**src/rtl/jk_modn_counter_pkg.sv**
```systemverilog
// Shared types and elaboration helpers for the JK-based mod-N counter.
package jk_modn_counter_pkg;

    // Encoded as {j, k} so a stage can cast its inputs straight into this type.
    typedef enum logic [1:0] {
        HOLD   = 2'b00,
        RESET0 = 2'b01,
        SET1   = 2'b10,
        TOGGLE = 2'b11
    } jk_cmd_t;

    function automatic int unsigned terminal_value(input int unsigned modulus);
        return modulus - 1;
    endfunction

    function automatic bit modulus_legal(input int unsigned width, input int unsigned modulus);
        return (width >= 1) && (width < 32) && (modulus >= 2) &&
               (64'(modulus) <= (64'd1 << width));
    endfunction

endpackage

```
**src/rtl/jk_modn_counter_jk_stage.sv**
```systemverilog
// Single JK flip-flop bit with synchronous active-low reset.
module jk_stage
    import jk_modn_counter_pkg::*;
(
    input  logic clk,
    input  logic rst,
    input  logic j,
    input  logic k,
    output logic q
);

    jk_cmd_t cmd;
    assign cmd = jk_cmd_t'({j, k});

    always_ff @(posedge clk) begin
        if (!rst) begin
            q <= 1'b0;
        end else begin
            case (cmd)
                HOLD:   q <= q;
                RESET0: q <= 1'b0;
                SET1:   q <= 1'b1;
                TOGGLE: q <= ~q;
                default: q <= q;
            endcase
        end
    end

endmodule

```
**src/rtl/jk_modn_counter.sv**
```systemverilog
// Mod-N up/down counter whose state is a bank of JK stages; tc cascades digits.
module jk_modn_counter
    import jk_modn_counter_pkg::*;
#(
    parameter int unsigned WIDTH   = 4,
    parameter int unsigned MODULUS = 10
) (
    input  logic             clk,
    input  logic             rst,
    input  logic             en,
    input  logic             up,
    input  logic             load,
    input  logic [WIDTH-1:0] load_val,
    output logic [WIDTH-1:0] count,
    output logic             tc,
    output logic             wrap,
    output logic             err
);

    generate
        if (!modulus_legal(WIDTH, MODULUS)) begin : g_bad_modulus
            $error("jk_modn_counter: MODULUS must satisfy 2 <= MODULUS <= 2**WIDTH");
        end
    endgenerate

    // One extra bit so MODULUS == 2**WIDTH is representable in comparisons.
    localparam logic [WIDTH:0] MOD_X  = (WIDTH+1)'(MODULUS);
    localparam logic [WIDTH:0] TERM_X = (WIDTH+1)'(terminal_value(MODULUS));

    logic [WIDTH:0]   cnt_x;
    logic [WIDTH:0]   next_x;
    logic [WIDTH:0]   load_x;
    logic [WIDTH:0]   clamp_x;
    logic [WIDTH-1:0] count_next;
    logic [WIDTH-1:0] load_v;
    logic [WIDTH-1:0] j_vec;
    logic [WIDTH-1:0] k_vec;
    logic             wrap_hit;
    logic             load_bad;

    always_comb begin
        cnt_x    = {1'b0, count};
        load_x   = {1'b0, load_val};
        load_bad = (load_x >= MOD_X);
        clamp_x  = load_bad ? TERM_X : load_x;
        load_v   = clamp_x[WIDTH-1:0];

        // Out-of-range states take the wrap branch in both directions.
        wrap_hit = 1'b0;
        next_x   = cnt_x;
        if (up) begin
            if (cnt_x >= TERM_X) begin
                next_x   = '0;
                wrap_hit = 1'b1;
            end else begin
                next_x = cnt_x + (WIDTH+1)'(1);
            end
        end else begin
            if ((cnt_x == '0) || (cnt_x > TERM_X)) begin
                next_x   = TERM_X;
                wrap_hit = 1'b1;
            end else begin
                next_x = cnt_x - (WIDTH+1)'(1);
            end
        end
        count_next = next_x[WIDTH-1:0];

        // Load forces each bit explicitly; counting only toggles bits that change.
        if (load) begin
            j_vec = load_v;
            k_vec = ~load_v;
        end else if (en) begin
            j_vec = count ^ count_next;
            k_vec = count ^ count_next;
        end else begin
            j_vec = '0;
            k_vec = '0;
        end
    end

    genvar gi;
    generate
        for (gi = 0; gi < WIDTH; gi++) begin : g_stage
            jk_stage u_stage (
                .clk (clk),
                .rst (rst),
                .j   (j_vec[gi]),
                .k   (k_vec[gi]),
                .q   (count[gi])
            );
        end
    endgenerate

    always_ff @(posedge clk) begin
        if (!rst) begin
            wrap <= 1'b0;
            err  <= 1'b0;
        end else if (load) begin
            wrap <= 1'b0;
            if (load_bad) begin
                err <= 1'b1;
            end
        end else if (en) begin
            wrap <= wrap_hit;
        end else begin
            wrap <= 1'b0;
        end
    end

    assign tc = en & ~load & ((up & (cnt_x == TERM_X)) | (~up & (cnt_x == '0)));

endmodule

```
**config.mk**
```make
export PLATFORM = sky130hd
export DESIGN_NAME = jk_modn_counter
export DESIGN_NICKNAME = d
export VERILOG_FILES = /design/src/rtl/jk_modn_counter_pkg.sv /design/src/rtl/jk_modn_counter_jk_stage.sv /design/src/rtl/jk_modn_counter.sv
export SDC_FILE = /design/constraint.sdc
export NUM_CORES = 1
export LEC_CHECK = 0
export ABC_AREA = 0
export CAP_MARGIN = 15
export CORE_AREA = 3 3 40 42
export CTS_CLUSTER_DIAMETER = 200
export DETAILED_ROUTE_END_ITERATION = 10
export DIE_AREA = 0 0 43 45
export GPL_TIMING_DRIVEN = 0
export PLACE_DENSITY = 0.7
export SKIP_CTS_REPAIR_TIMING = 1
export SYNTH_ARGS = -nofsm -noshare
export SYNTH_HDL_FRONTEND = slang
export SYNTH_SLANG_ARGS = --single-unit
```
**constraint.sdc**
```tcl
create_clock -name clk -period 2.21 [get_ports clk]
set_input_delay 0.5525 -clock clk [delete_from_list [all_inputs] [get_ports clk]]
set_output_delay 0.5525 -clock clk [all_outputs]
set_load 0.02 [all_outputs]
```
==> run metrics <==
status=finished, final reports clean; CTS max path bufs=2; most frequent cells in the layout=clkdlybuf4s50_1, inv_1, dfxtp_1; Min-Delay Path Class=flip-flop to flip-flop; CP Buf/Inv Count=2; Seq/Total Area, Yosys=22.4%; first-pass GRT wire length=2.03 mm; die width=43 um; Slew Viols, Final=0; largest net degree at the start of global routing=11; Nets=between 90 and 100; I/O pin cnt=16; synth-to-layout area growth=34.0%; num rows=13; Clock transition at path regs=40 ps; hpwl dp=943 um; pre-CTS WS=-470 ps; H-tree depth=1; Worst slew margin=around three quarters; FMAX=around 470 MHz; EDFF count, synth=0; unique cell type count in the Yosys netlist=35; final setup fails=0; Routability Congestion=0.774; Initial Util=41.8%; Num Clock Sinks=6; largest area contributor in the netlist=dfxtp_1; Post-synth top flop=dfxtp_1; fin crit share=96.2%; Peak supply drop=around 0.45 mV; Pleak=between 0.3 and 0.4 nW; Seq. cell area=between 100 and 150 um^2; CP delay by family, top=buffers and inverters; crit end category=output pin; Critical Path AT=approximately 1600 ps; Syn Inst Count=between 60 and 70; number of diodes=0; crit-path cells=clkdlybuf4s50_1 > nand2_1 > nor3_1 > buf_2; Fillers=between 100 and 150; Crit Path Max Fanout=6; grt ovf=0; Max stage delay cell, worst path=clkdlybuf4s50_1; FFs w/ async S/R, synth=0%; Slew @ Worst Pin=approximately 400 ps; fin cells=97; CP max stage delay=around 550 ps; total track usage=14.1%; Mapped Nets=78; drt wl/cell=12.3 um; footprint of the multi-input gates=335 um^2; Post-Syn Area=about 540 um^2; Setup CP Type=input port to output pin; Yosys reg bits=6; Yosys top cell area share=around 22%; worst setup slack after layout=between 80 and 90 ps; final WL=1.19 mm; Req. time, crit path=around 1700 ps; Final Hold Violating Endpoints=0; Port Buffer Count=14; Power Density=between 500 and 600 nW/um^2; most common cell after layout, fill and taps aside=clkdlybuf4s50_1; MaxCap Viol Count=0; core area=around 1300 um^2; CTS Root Cell=clkbuf_4; initial antenna violation count=0; vias in the first global route=500; Die Ht=between 40 and 50 um; clock latency on the worst-skew pair=240 ps; synth top area cells=dfxtp_1, ha_1, buf_4, inv_1, buf_6; Vias=~550; RSZ-0062 raised after global routing=false; startpoint types=input port; Final Skew=approximately 2.7 ps; die footprint=1940 um^2; syn avg cell area=approximately 8.3 um^2; initial DRC count=17; CTS tree=done; DR DRC count=0; Synth warnings=0; DRT Pass-1 Iters=4; antenna viol nets, final=0; min cycle time layout=between 2000 and 2500 ps; TritonCTS buffer count=3; Vias/cell=around 5.7; share of layout cells above drive strength 1=19.5%; dpl cells=94
[flip-flops by register name, summed over array words and instances, names as in the netlist]
signal / flops
err: 1
g_stage.u_stage.q: 4
wrap: 1
[metal layers]
| metal | GRT usage (%) | part of all wire [%] |
|---|---|---|
| met2 | 24.6 | 48 |
| met4 | 3.61 | 0 |
| met3 | 6.37 | 8.3 |
| met1 | 15.6 | 44 |
| met5 | 0 | 0 |
[cell families after synthesis]
family / count (synthesis) / synth area share, %
xor+xnor: 1 / 1.63
buf+inv: 14 / 15.6
compound gates: 19 / 26.3
mux: 1 / 2.10
flops: 6 / 22.4
fa+ha+maj: 4 / 9.32
simple gates: 20 / 22.6
[report_power, final]
part | internal [mW] | switching (mW)
combinational | 0.0692 | 0.0680
clock | 0.0613 | 0.0381
sequential | 0.117 | 0.00768
[per-stage QoR]
step / instance area, um^2 / power (mW) / TNS, ps / hold slack, ps / util (%)
finish: 719 / 0.361 / 0 / 472 / 56.0
CTS: 718 / 0.363 / -472 / 477 / 55.9
global route: 719 / 0.392 / 0 / 500 / 56.0
floorplan: 537 / 0.214 / 0 / 593 / -
global placement: 696 / 0.261 / -485 / 460 / 54.1
detailed placement: 696 / 0.263 / -470 / 465 / 54.1
[Yosys cell counts (2+ instances only)]
| cell type | number |
|---|---|
| inv_1 | 7 |
| dfxtp_1 | 6 |
| buf_4 | 4 |
| ha_1 | 4 |
| nor2_1 | 4 |
| nor3_1 | 4 |
| o21ai_0 | 3 |
| a2111oi_0 | 2 |
| buf_6 | 2 |
| nand2_1 | 2 |
| nor2b_1 | 2 |
| o21a_1 | 2 |
[area by class of cell]
class                           instances  area share (%)
Multi-Input combinational cell         45            46.6
Timing Repair Buffer                   14            19.1
Sequential cell                         6            16.9
Buffer                                  7            8.00
Inverter                                7            3.65
Clock buffer                            3            3.13
Tap cell                               15            2.61
[path summary, 6_finish.rpt]
| path | from | end | slack, ps | cells past startpoint |
|---|---|---|---|---|
| worst max register to register | g_stage[0].u_stage.q$_SDFFE_PN0P_ | g_stage[2].u_stage.q$_SDFFE_PN0P_ | 460 | 6 |
| worst max-delay path | en | tc | 80 | 4 |
| worst min-delay path | err$_SDFFE_PN0P_ | err$_SDFFE_PN0P_ | 470 | 1 |
| worst min register to register | err$_SDFFE_PN0P_ | err$_SDFFE_PN0P_ | 470 | 1 |
Power figures use the tool's default switching activity.
